`src/rtl/sprite_pkg.sv`:
```
// Sprite engine shared definitions: OAM word layout,
// scheduler state encoding and default sprite geometry.
package sprite_pkg;

    localparam int SPRITEREF_LSB = 0;
    localparam int SPRITEREF_MSB = 7;
    localparam int XPOS_LSB      = 8;
    localparam int XPOS_MSB      = 17;
    localparam int YPOS_LSB      = 18;
    localparam int YPOS_MSB      = 27;
    localparam int PRIORITY_BIT  = 28;
    localparam int XFLIP_BIT     = 29;
    localparam int YFLIP_BIT     = 30;
    localparam int ENABLE_BIT    = 31;

    localparam int YPOS_W        = YPOS_MSB - YPOS_LSB + 1;
    localparam int SPRITE_HEIGHT = 16;

    // Wide enough that ypos + height never wraps
    localparam int MATCH_W       = 11;

    typedef enum logic [2:0] {
        S_IDLE,
        S_CLEAR,
        S_EVAL,
        S_FLUSH,
        S_DRAW,
        S_DONE
    } sched_state_e;

endpackage

```
`src/rtl/sprite_y_match.sv`:
```
// Vertical hit test: does a sprite starting at ypos
// cover the given display line.
module sprite_y_match
    import sprite_pkg::YPOS_W, sprite_pkg::MATCH_W;
#(
    parameter int LINE_NUMBER_WIDTH = 9,
    parameter int SPRITE_HEIGHT     = sprite_pkg::SPRITE_HEIGHT
) (
    input  logic [LINE_NUMBER_WIDTH-1:0] line,
    input  logic [YPOS_W-1:0]            ypos,
    input  logic                         enable,
    output logic                         hit
);

    logic [MATCH_W-1:0] line_x;
    logic [MATCH_W-1:0] top_x;
    logic [MATCH_W-1:0] ypos_x;

    always_comb begin
        line_x = MATCH_W'(line);
        ypos_x = MATCH_W'(ypos);
        top_x  = ypos_x + MATCH_W'(SPRITE_HEIGHT);
        hit    = enable
              && (ypos_x <= line_x)
              && (line_x < top_x);
    end

endmodule

```
`src/rtl/sprite_line_scheduler.sv`:
```
// Per-line sprite scheduler: scans OAM, builds the list of
// sprites hitting the line, then hands the bus to the drawer.
module sprite_line_scheduler
    import sprite_pkg::sched_state_e,
           sprite_pkg::S_IDLE,
           sprite_pkg::S_CLEAR,
           sprite_pkg::S_EVAL,
           sprite_pkg::S_FLUSH,
           sprite_pkg::S_DRAW,
           sprite_pkg::S_DONE,
           sprite_pkg::YPOS_LSB,
           sprite_pkg::YPOS_MSB,
           sprite_pkg::ENABLE_BIT;
#(
    parameter int OAM_ADDR_SIZE     = 8,
    parameter int OAM_DATA_SIZE     = 32,
    parameter int SECOND_ARRAY_SIZE = 32,
    parameter int SPRITE_HEIGHT     = sprite_pkg::SPRITE_HEIGHT,
    parameter int DISPLAY_HEIGHT    = 480,
    parameter int LINE_NUMBER_WIDTH = $clog2(DISPLAY_HEIGHT)
) (
    input  logic                         clk,
    input  logic                         rst,
    input  logic                         line_start,
    input  logic [LINE_NUMBER_WIDTH-1:0] line_number,
    output logic [OAM_ADDR_SIZE-1:0]     oam_a,
    input  logic [OAM_DATA_SIZE-1:0]     oam_d,
    output logic                         oam_grant_drawer,
    output logic [SECOND_ARRAY_SIZE-1:0][OAM_ADDR_SIZE:0] second_array,
    output logic                         drawer_enable,
    input  logic                         drawer_done,
    output logic                         line_ready,
    output logic                         busy,
    output logic                         overflow,
    output logic                         late
);

    localparam int CNT_W = $clog2(SECOND_ARRAY_SIZE + 1);
    localparam int IDX_W = $clog2(SECOND_ARRAY_SIZE);
    localparam logic [CNT_W-1:0] CNT_MAX =
        CNT_W'(SECOND_ARRAY_SIZE);

    typedef logic [SECOND_ARRAY_SIZE-1:0][OAM_ADDR_SIZE:0] list_t;

    sched_state_e state_q, state_d;

    logic [OAM_ADDR_SIZE-1:0]     addr_q, addr_d;
    logic [OAM_ADDR_SIZE-1:0]     eval_k_q, eval_k_d;
    logic                         eval_v_q, eval_v_d;
    logic [LINE_NUMBER_WIDTH-1:0] line_q, line_d;
    logic [CNT_W-1:0]             count_q, count_d;
    list_t                        list_q, list_d;
    logic                         ovf_q, ovf_d;
    logic                         late_q, late_d;

    logic hit;
    logic unused_oam;

    // Whole word folded so unused fields stay visible to lint
    assign unused_oam = ^oam_d;

    sprite_y_match #(
        .LINE_NUMBER_WIDTH (LINE_NUMBER_WIDTH),
        .SPRITE_HEIGHT     (SPRITE_HEIGHT)
    ) u_y_match (
        .line   (line_q),
        .ypos   (oam_d[YPOS_MSB:YPOS_LSB]),
        .enable (oam_d[ENABLE_BIT]),
        .hit    (hit)
    );

    always_comb begin
        state_d  = state_q;
        addr_d   = addr_q;
        eval_k_d = addr_q;
        eval_v_d = 1'b0;
        line_d   = line_q;
        count_d  = count_q;
        list_d   = list_q;
        ovf_d    = ovf_q;
        late_d   = late_q;

        if (line_start) begin
            if (state_q == S_IDLE) begin
                late_d = 1'b0;
                line_d = line_number;
            end else begin
                late_d = 1'b1;
            end
        end

        // Word for the address issued last cycle
        if (eval_v_q && hit) begin
            if (count_q < CNT_MAX) begin
                list_d[count_q[IDX_W-1:0]] = {eval_k_q, 1'b1};
                count_d = count_q + 1'b1;
            end else begin
                ovf_d = 1'b1;
            end
        end

        unique case (state_q)
            S_IDLE: begin
                if (line_start) begin
                    state_d = S_CLEAR;
                end
            end
            S_CLEAR: begin
                list_d  = '0;
                count_d = '0;
                ovf_d   = 1'b0;
                addr_d  = '0;
                state_d = S_EVAL;
            end
            S_EVAL: begin
                eval_v_d = 1'b1;
                addr_d   = addr_q + 1'b1;
                if (addr_q == '1) begin
                    state_d = S_FLUSH;
                end
            end
            S_FLUSH: begin
                state_d = (count_d != '0) ? S_DRAW : S_DONE;
            end
            S_DRAW: begin
                if (drawer_done) begin
                    state_d = S_DONE;
                end
            end
            S_DONE: begin
                state_d = S_IDLE;
            end
            default: begin
                state_d = S_IDLE;
            end
        endcase
    end

    always_ff @(posedge clk) begin
        if (rst) begin
            state_q  <= S_IDLE;
            addr_q   <= '0;
            eval_k_q <= '0;
            eval_v_q <= 1'b0;
            line_q   <= '0;
            count_q  <= '0;
            list_q   <= '0;
            ovf_q    <= 1'b0;
            late_q   <= 1'b0;
        end else begin
            state_q  <= state_d;
            addr_q   <= addr_d;
            eval_k_q <= eval_k_d;
            eval_v_q <= eval_v_d;
            line_q   <= line_d;
            count_q  <= count_d;
            list_q   <= list_d;
            ovf_q    <= ovf_d;
            late_q   <= late_d;
        end
    end

    assign oam_a            = (state_q == S_EVAL) ? addr_q : '0;
    assign oam_grant_drawer = (state_q == S_DRAW);
    assign drawer_enable    = (state_q == S_DRAW);
    assign line_ready       = (state_q == S_DONE);
    assign busy             = (state_q != S_IDLE);
    assign second_array     = list_q;
    assign overflow         = ovf_q;
    assign late             = late_q;

endmodule

```
`config.mk`:
```
export PLATFORM = sky130hd
export DESIGN_NAME = sprite_line_scheduler
export DESIGN_NICKNAME = d
export VERILOG_FILES = /design/src/rtl/sprite_pkg.sv /design/src/rtl/sprite_y_match.sv /design/src/rtl/sprite_line_scheduler.sv
export SDC_FILE = /design/constraint.sdc
export NUM_CORES = 1
export LEC_CHECK = 0
export CAP_MARGIN = 10
export CORE_UTILIZATION = 50
export CTS_BUF_LIST = sky130_fd_sc_hd__clkbuf_8
export DETAILED_ROUTE_END_ITERATION = 12
export HOLD_SLACK_MARGIN = 0.1
export PLACE_DENSITY = 0.8
export SLEW_MARGIN = 20
export SYNTH_ARGS = -nofsm -noshare
export SYNTH_HDL_FRONTEND = slang
export SYNTH_HIERARCHICAL = 1
export SYNTH_SLANG_ARGS = --single-unit
```
`constraint.sdc`:
```
create_clock -name clk -period 7.6 [get_ports clk]
set_clock_uncertainty 0.2 [all_clocks]
set_input_delay 2.28 -clock clk [delete_from_list [all_inputs] [get_ports clk]]
set_output_delay 2.28 -clock clk [all_outputs]
set_load 0.005 [all_outputs]
```
==> flow_metrics.env <==
export IMPL_ys_ff_latch=325
export IMPL_maxCapViolCount=0
export IMPL_yosysWarnings=6
export IMPL_rsz0062_at_grt="no"
export IMPL_crit_fanout=18
export IMPL_route_detailed_wl_per_inst_um=17.7
export IMPL_ys_seq_area_frac=0.517
export IMPL_max_slew_margin=0.296
export IMPL_vias_per_cell=5.49
export IMPL_criticalPathCategory="input pin to register"
export IMPL_synth_area_leaders="dfxtp_1, a21oi_1, nand2_1"
export IMPL_gp_congestion=0.803
export IMPL_overflow=0
export IMPL_cts_max_path_buffers=3
export IMPL_grt_max_degree=119
export IMPL_power_frac_seq=0.491
export IMPL_clkTransAtPathRegs_ns=0.06
export IMPL_synth_top_area_cell="dfxtp_1"
export IMPL_holdBufCountCts=0
export IMPL_cts_tree="done"
export IMPL_critical_path_top_delay_family="simple AND/OR/NAND/NOR gates"
export IMPL_place_hpwl_um=23600
export IMPL_critPathSlowestCell="clkdlybuf4s50_1"
export IMPL_min_period_ns=5.97
export IMPL_grt_antenna_before_repair=0
export IMPL_endpoint_kind="register"
export IMPL_io_pins=347
export IMPL_routed_wl_um=37700
export IMPL_cts_root_buf="clkbuf_8"
export IMPL_rows=57
export IMPL_period_share=0.785
export IMPL_cts_buffers=51
export IMPL_placed_area_um2=15900
export IMPL_hold_class="register to register"
export IMPL_power_per_cell_area_nw_per_um2=214
export IMPL_initial_core_util=0.513
export IMPL_synth_common_cells="dfxtp_1, nand2_1, a21oi_1"
export IMPL_peakVddDrop_v=0.000200
export IMPL_cts_max_level=2
export IMPL_internal_power_w=0.00262
export IMPL_worstPathArrival_ns=6.27
export IMPL_synth_ff_type="dfxtp_1"
export IMPL_drc=0
export IMPL_die_h_um=161
export IMPL_grt_pass1_wl_um=58200
export IMPL_async_flop_share=0
export IMPL_antenna_left=0
export IMPL_tightestPinTransition_ns=1.06
export IMPL_worstSkewPairLatency_ns=0.58
export IMPL_grt_pass1_vias=10918
export IMPL_drive_above_1_share=0.0778
export IMPL_start_kind="input pin"
export IMPL_io_buffers=325
export IMPL_comb_power_share=0.101
export IMPL_design_area_um2=16900
export IMPL_fill_cells=1884
export IMPL_drt_iter0_drc=1012
export IMPL_synth_edf_count=0
export IMPL_yosys_cell_types_count=57
export IMPL_syn_num_nets=1559
export IMPL_drtPass1Iterations=5
export IMPL_status="finished, final reports clean"
export IMPL_slew_viol_final=0
export IMPL_dieWidth_um=161
export IMPL_finalHoldViolations=0
export IMPL_syn_area_per_cell_um2=8.45
export IMPL_fin_setup_tns_ns=0
export IMPL_postSynthCellCount=1490
export IMPL_dieArea_um2=25800
export IMPL_crit_buf_inv=2
export IMPL_area_growth_pct=34.3
export IMPL_switching_share=0.274
export IMPL_num_antenna_cells=0
export IMPL_max_clock_freq_mhz=168
export IMPL_num_vias=11646
export IMPL_power_switching_w=0.000989
export IMPL_core_area_um2=24500
export IMPL_ctsResizeCount=0
export IMPL_cts_setup_buffers=0
export IMPL_final_nets=1829
export IMPL_cp_cell_sequence="clkdlybuf4s50_1 -> ha_1 -> nand3_1 -> xor2_1 -> ha_1 -> nand2_1 -> nor4b_1 -> a221o_1 -> a31oi_1 -> a2bb2oi_2 -> nand4b_1 -> buf_4 -> nor2_2 -> nand2_1 -> a21oi_1"
export IMPL_setup_viol=0
export IMPL_clock_sinks=325
export IMPL_synth_area_um2=12600
export IMPL_grt_total_usage=0.283
export IMPL_required_ns=7.90
export IMPL_yosysMostFrequentCell="dfxtp_1"
export IMPL_critical_path_max_stage_delay_ns=0.56
export IMPL_p_clk_frac=0.408
export IMPL_p_leak_nw=5.71
export IMPL_synth_top_area_share=0.517
power groups by stage:
stage | clock network, W | logic [W] | registers (W)
4_1_cts | 0.00149 | 0.000359 | 0.00177
3_5_place_dp | 0 | 0.000358 | 0.00181
3_3_place_gp | 0 | 0.000352 | 0.00181
2_1_floorplan | 0 | 0.000304 | 0.00177
5_1_grt | 0.00157 | 0.000401 | 0.00178
6_report | 0.00147 | 0.000363 | 0.00177
layout make-up:
| class | instances | area (µm²) | share of cell area |
|---|---|---|---|
| Clock buffer | 67 | 922 | 0.0545 |
| Clock inverter | 25 | 119 | 0.00703 |
| Inverter | 22 | 82.6 | 0.00488 |
| Multi-Input combinational cell | 1017 | 5450 | 0.322 |
| Sequential cell | 325 | 6520 | 0.385 |
| Tap cell | 324 | 405 | 0.0240 |
| Timing Repair Buffer | 343 | 3410 | 0.202 |
flip-flops by register name, indices dropped and copies added (netlist names):
| name | cells |
|---|---|
| eval_v_q | 1 |
| line_q | 9 |
| overflow | 1 |
| addr_q | 8 |
| state_q | 3 |
| second_array | 288 |
| eval_k_q | 8 |
| count_q | 6 |
| late | 1 |
cell families (layout without fill, tap and decap cells):
| group | after synthesis | in the layout | synth area share |
|---|---|---|---|
| AND/OR/NAND/NOR | 583 | 583 | 0.216 |
| AO/OA/AOI/OAI | 352 | 352 | 0.145 |
| flip-flops | 325 | 325 | 0.517 |
| buffers and inverters | 148 | 457 | 0.0528 |
| multiplexers | 51 | 51 | 0.0405 |
| adder cells (fa/ha/maj) | 24 | 24 | 0.0238 |
| XOR/XNOR | 7 | 7 | 0.00487 |
per-layer routing:
layer / global-route usage / vias to the layer above / part of all wire
met5: 0 / - / 0
met1: 0.347 / 5491 / 0.41
met3: 0.0772 / 104 / 0.082
li1: - / 5576 / -
met2: 0.464 / 475 / 0.47
met4: 0.127 / 0 / 0.039
placed cells by master, fill, tap and decap left out, drive strengths merged, types with 2 or more instances in the layout:
cell type      count
a21o               4
a21oi            246
a311oi             2
a31oi              5
and2               7
and3               2
and3b              2
and4               2
and4b              5
buf               18
clkbuf            67
clkdlybuf4s50    325
clkinv            10
clkinvlp           2
dfxtp            325
ha                24
inv               35
mux2i             51
nand2            254
nand2b             2
nand3            133
nand3b             7
nand4              3
nand4b             5
nor2             138
nor2b              9
nor3               2
nor3b              5
o211ai             3
o21ai             85
or2                2
xnor2              3
xor2               4
path summary, 6_finish.rpt:
check | start | end | slack [ns] | cells past startpoint
setup / recovery | oam_d[22] | second_array[185] | 1.63 | 15
hold / removal | second_array[64] | second_array[64] | 0.25 | 2
setup reg to reg | line_q[2] | second_array[185] | 3.94 | 12
hold reg to reg | second_array[64] | second_array[64] | 0.25 | 2
through the flow:
stage / setup WS (ns) / cells / util / hold WS (ns) / total power [W]
after CTS: 1.70 / 2123 / 0.689 / 0.254 / 0.00362
after floorplan: 2.57 / 1490 / - / 0.253 / 0.00208
after detailed placement: 1.10 / 2031 / 0.647 / 0.245 / 0.00217
final: 1.63 / 2123 / 0.689 / 0.251 / 0.00361
after global routing: 1.41 / 2123 / 0.689 / 0.266 / 0.00375
after global placement: 1.26 / 2031 / 0.647 / 0.241 / 0.00216
worst reg2reg max path: stages, from the launching register on:
cell and delay, ns:
dfxtp_1 0.37, inv_1 0.06, ha_1 0.33, a21oi_2 0.12, o21ai_1 0.08, a221o_1 0.29
a31oi_1 0.19, a2bb2oi_2 0.38, nand4b_1 0.55, buf_4 0.41, nor2_2 0.34, nand2_1 0.10
a21oi_1 0.19
No activity file was read; power rests on OpenSTA's default activity.
==> RTL edit 1 (same settings) <==
Set the parameter `OAM_ADDR_SIZE` to 4 (it was 8).
--- a/src/rtl/sprite_line_scheduler.sv
+++ b/src/rtl/sprite_line_scheduler.sv
@@ -12,7 +12,7 @@
            sprite_pkg::YPOS_MSB,
            sprite_pkg::ENABLE_BIT;
 #(
-    parameter int OAM_ADDR_SIZE     = 8,
+    parameter int OAM_ADDR_SIZE     = 4,
     parameter int OAM_DATA_SIZE     = 32,
     parameter int SECOND_ARRAY_SIZE = 32,
     parameter int SPRITE_HEIGHT     = sprite_pkg::SPRITE_HEIGHT,
Interface: changed (resized oam_a and second_array); port bits go from 347 to 215. No check against the original RTL was run, so the function may have changed too.
==> RTL edit 1 against the original RTL <==
Sequential cell count shrank 136; setup slack worse by 0.044 ns; combinational power down 53%; core utilization fell by 2.7 points; synthesized area is 39% lower; routed wire length decreased by 47%; final area fell by 41%; via count decreased by 41%; power down 49%; count of clock-buffer cells in the layout shrank 48; register-to-register slack barely moved; critical path type unchanged.
==> RTL edit 1: results (changes against the original RTL) <==
[global_route]
grt_pass1_wl_mm=32.6  ; -44%
grt_max_degree=168  ; +41%
grt.total_usage=0.258  ; -0.0252
grt_pass1_vias=6321  ; -42%
antenna_found_initial=0  ; unchanged

[clock_tree]
clk_pin_slew_ns=0.09  ; +0.03 ns
cts_inserted_buffers=17  ; -67%
insertion_delay_ns=0.47  ; -0.11 ns
postCtsSetupBuffers=0  ; unchanged
cts_resized=0  ; unchanged
cts_sinks=189  ; -42%
cts_buffer_depth=2  ; -1
htree_levels=4  ; +2
ctsRootBufferMaster=clkbuf_8

[finish]
largest_register_ffs=160  ; -44%
layout.nets=1145  ; -37%
drive_gt1_frac=0.0570  ; -0.0208

[place]
hpwl_mm=13.3  ; -44%
portBuffers=193  ; -41%
finalWeightedCongestion=0.815  ; +1.5%
dpl_cell_area_um2=9660  ; -39%
post-place-ws_ns=1.18  ; +0.0742 ns

[pwr]
power_leakage_nw=3.51  ; -38%
ir_drop_uv=139  ; -31%

[critical_path]
crit_fanout=20  ; +2
r2r_cells=11  ; -1
startpoint=oam_d[22]
r2r_slack_ns=3.94  ; about the same
critPathArrivalTime_ns=6.14  ; -0.13 ns
r2r-start=line_q[2]
endpoint=second_array[4]

[detailed_routing]
via_count=6927  ; -41%
routed_wl_mm=20.1  ; -47%
drt_pass1_iterations=5  ; unchanged
initialDrtViolationCount=603  ; -40%

[synth]
synth_area_leaders=dfxtp_1 (49%), a21oi_1 (9.1%), nand2_1 (7.1%)
synth-async-reset-ratio=0  ; unchanged
synth_nets=989  ; -37%
synth_sequential_area_ratio=0.490  ; -0.0263
yosys_warnings=6  ; unchanged
yosys-top-cells-count=dfxtp_1 (189), nand2_1 (147), a21oi_1 (140)
yosysUniqueCellTypes=52  ; -8.8%

[hold_path]
hp-class=reg2reg

[run_status]
status=complete, no violations

[timing]
fmax_mhz=166  ; -0.73%
worstMarginPinSlew_ns=0.963  ; -0.0925 ns

## RTL edit 1: cell count changes after synthesis, sizes merged, moves of 4 or more
cell / delta
nand2: -107
nand3: -61
mux2i: -27
nor2: -29
nor3: +4
and2: -5
o21ai: -42
dfxtp: -136
nor2b: -4
clkbuf: -38
buf: -16
a21oi: -105
and3: +4
## RTL edit 1: worst min path at each step
stage	start	endpoint	slack, ns	cells after the start
floorplan	second_array[11]	second_array[11]	0.25	2
detailed placement	second_array[36]	second_array[36]	0.25	2
CTS	second_array[36]	second_array[36]	0.26	2
global placement	second_array[38]	second_array[38]	0.24	2
finish	second_array[12]	second_array[12]	0.26	2
global route	second_array[58]	second_array[58]	0.27	2
## RTL edit 1: cells by family after synthesis
logic type,Yosys count,share of synthesized area
adder cells (fa/ha/maj),24,0.0389
XOR/XNOR,8,0.00908
AO/OA/AOI/OAI,206,0.144
multiplexers,25,0.0326
flip-flops,189,0.490
AND/OR/NAND/NOR,374,0.227
buffers and inverters,94,0.0587
## RTL edit 1: final cells by class
type | instances | area (um^2)
fillers | 1267 | 5110
flip-flops and latches | 189 | 3780
multi-input cells | 637 | 3490
repair buffers | 209 | 2060
clock buffers | 19 | 262
well taps | 188 | 235
clock inverters | 11 | 120
inverters | 22 | 82.6
## RTL edit 1: per-stage QoR
| stage | power, mW | cells | util | hold slack (ns) |
|---|---|---|---|---|
| 6_report | 1.85 | 1275 | 0.663 | 0.255 |
| 5_1_grt | 1.93 | 1275 | 0.663 | 0.273 |
| 4_1_cts | 1.86 | 1275 | 0.663 | 0.259 |
| 3_5_place_dp | 1.22 | 1245 | 0.638 | 0.247 |
| 3_3_place_gp | 1.22 | 1245 | 0.638 | 0.242 |
| 2_1_floorplan | 1.17 | 920 | - | 0.253 |
## RTL edit 1: worst max-delay path: stages
cell	delay, ns
clkdlybuf4s50_1	0.55
ha_1	0.23
nand3_1	0.10
xor2_1	0.16
ha_1	0.31
nand2_1	0.08
nor4b_1	0.06
a221o_1	0.32
a31oi_1	0.18
a2bb2oi_2	0.52
and4b_1	0.86
nand2_1	0.27
nand2_1	0.14
a21oi_1	0.07
## RTL edit 1: per-layer routing
metal,wire length (um),part of all wire,vias up,track usage
met3,1250,0.062,26,0.0697
met5,0,0,-,0
li1,-,-,3418,-
met1,9340,0.46,3264,0.350
met2,9070,0.45,219,0.397
met4,431,0.021,0,0.0843
## RTL edit 1: report_power, final
group / leakage [nW] / internal, mW / switching, mW
clock: 0.201 / 0.306 / 0.350
combinational: 1.79 / 0.0622 / 0.107
sequential: 1.52 / 1.00 / 0.0275
==> RTL edit 2 (config.mk and constraints unchanged) <==
Made on the original files. `addr_q` no longer has a reset.
--- a/src/rtl/sprite_line_scheduler.sv
+++ b/src/rtl/sprite_line_scheduler.sv
@@ -139,7 +139,6 @@
     always_ff @(posedge clk) begin
         if (rst) begin
             state_q  <= S_IDLE;
-            addr_q   <= '0;
             eval_k_q <= '0;
             eval_v_q <= 1'b0;
             line_q   <= '0;
@@ -149,7 +148,6 @@
             late_q   <= 1'b0;
         end else begin
             state_q  <= state_d;
-            addr_q   <= addr_d;
             eval_k_q <= eval_k_d;
             eval_v_q <= eval_v_d;
             line_q   <= line_d;
@@ -158,6 +156,10 @@
             ovf_q    <= ovf_d;
             late_q   <= late_d;
         end
+    end
+
+    always_ff @(posedge clk) begin
+        addr_q <= addr_d;
     end
 
     assign oam_a            = (state_q == S_EVAL) ? addr_q : '0;
Formal check against the unedited RTL: no difference found for any inputs over 4 cycles, from zero or initial values and one cycle with rst high; that may be too few to reach the edited logic, so the function may still have changed.
==> RTL edit 2 against the original RTL <==
Synthesized area grew 1.2%; via count fell by 5.4%; final area is 2.2% higher; routed wire length down 3.2%; setup slack got worse by 0.040 ns; first-iteration DRC count down 2.2%; non-clock buffer count is 5 higher; power is 14% higher; largest power group unchanged; sequential cell count stayed put.
==> RTL edit 2: results (changes against the original RTL) <==
[global_route]
grt_pass1_wl_mm=56.1  ; -3.6%
grt_pass1_vias=10352  ; -5.2%
antenna_found_initial=0  ; unchanged
grt.total_usage=0.271  ; -0.0119
grt_max_degree=124  ; +4.2%

[place]
finalWeightedCongestion=0.835  ; +4.0%
dp_cells=1965  ; -3.2%
hpwl_mm=23.7  ; +0.66%

[synth]
yosys-top-cells-count=dfxtp_1 (317), nor2_1 (191), nand2_1 (182)
synth_edf_count=8  ; +8
yosysUniqueCellTypes=54  ; -5.3%
netlist_instances=1403  ; -5.8%
synth_sequential_area_ratio=0.517  ; about the same
synth_area_leaders=dfxtp_1 (50%), mux2i_1 (9.6%), a21oi_1 (6.7%)

[critical_path]
crit_fanout=27  ; +9
slowest_delay_ns=0.80  ; +0.24 ns
critPathArrivalTime_ns=6.21  ; -0.06 ns

[pwr]
pg_clk_mw=1.69  ; +15%
power_leakage_nw=6.08  ; +6.4%
ir_drop_uv=179  ; -11%
switching_share=0.287  ; +0.0134
p_per_area_nw_per_um2=239  ; +12%

[finish]
drive_gt1_frac=0.0878  ; +0.00999
fillers=2022  ; +7.3%
layout.nets=1758  ; -3.9%

[detailed_routing]
routedWlPerCell_um=17.7  ; -0.26%
initialDrtViolationCount=990  ; -2.2%
routed_wl_mm=36.5  ; -3.2%
via_count=11018  ; -5.4%

[clock_tree]
cts_inserted_buffers=52  ; +2.0%

[timing]
worstMarginPinSlew_ns=1.02  ; -0.0363 ns

[run_status]
status=complete, no violations

[RTL edit 2: cell types whose count changed after synthesis, sizes merged, moves of 9 or more]
cell,delta
nor2,+69
a21oi,-75
clkbuf,-9
o21ai,-81
mux2i,+71
nand2,-63
[RTL edit 2: cells by family (layout without fill, tap and decap cells)]
| kind of cell | Yosys count | after routing | share of synthesized area |
|---|---|---|---|
| flip-flops | 325 | 325 | 0.517 |
| adder cells (fa/ha/maj) | 24 | 24 | 0.0236 |
| XOR/XNOR | 13 | 13 | 0.00894 |
| buffers and inverters | 138 | 466 | 0.0522 |
| AND/OR/NAND/NOR | 589 | 589 | 0.222 |
| multiplexers | 122 | 122 | 0.0959 |
| AO/OA/AOI/OAI | 192 | 192 | 0.0803 |
[RTL edit 2: final timing paths]
path	slack, ns	to	from
min	0.25	second_array[44]	second_array[44]
max reg2reg	3.88	second_array[38]	line_q[2]
min reg2reg	0.25	second_array[44]	second_array[44]
max	1.59	second_array[38]	oam_d[22]
[RTL edit 2: routing by layer]
layer	track usage	share of wire
met1	0.323	0.40
met2	0.459	0.48
met3	0.0796	0.092
met4	0.103	0.031
met5	0	0
[RTL edit 2: area by class of cell]
| cell class | count | area share |
|---|---|---|
| multi-input cells | 940 | 0.320 |
| clock buffers | 74 | 0.0589 |
| repair buffers | 348 | 0.200 |
| inverters | 22 | 0.00478 |
| clock inverters | 22 | 0.0123 |
| flip-flops and latches | 325 | 0.381 |
| well taps | 330 | 0.0239 |
[RTL edit 2: through the flow]
stage,worst slack [ns],instance area [um^2]
6_report,1.59,17300
5_1_grt,1.33,17300
4_1_cts,1.65,17300
3_5_place_dp,1.08,16100
3_3_place_gp,1.16,16100
2_1_floorplan,2.57,12700
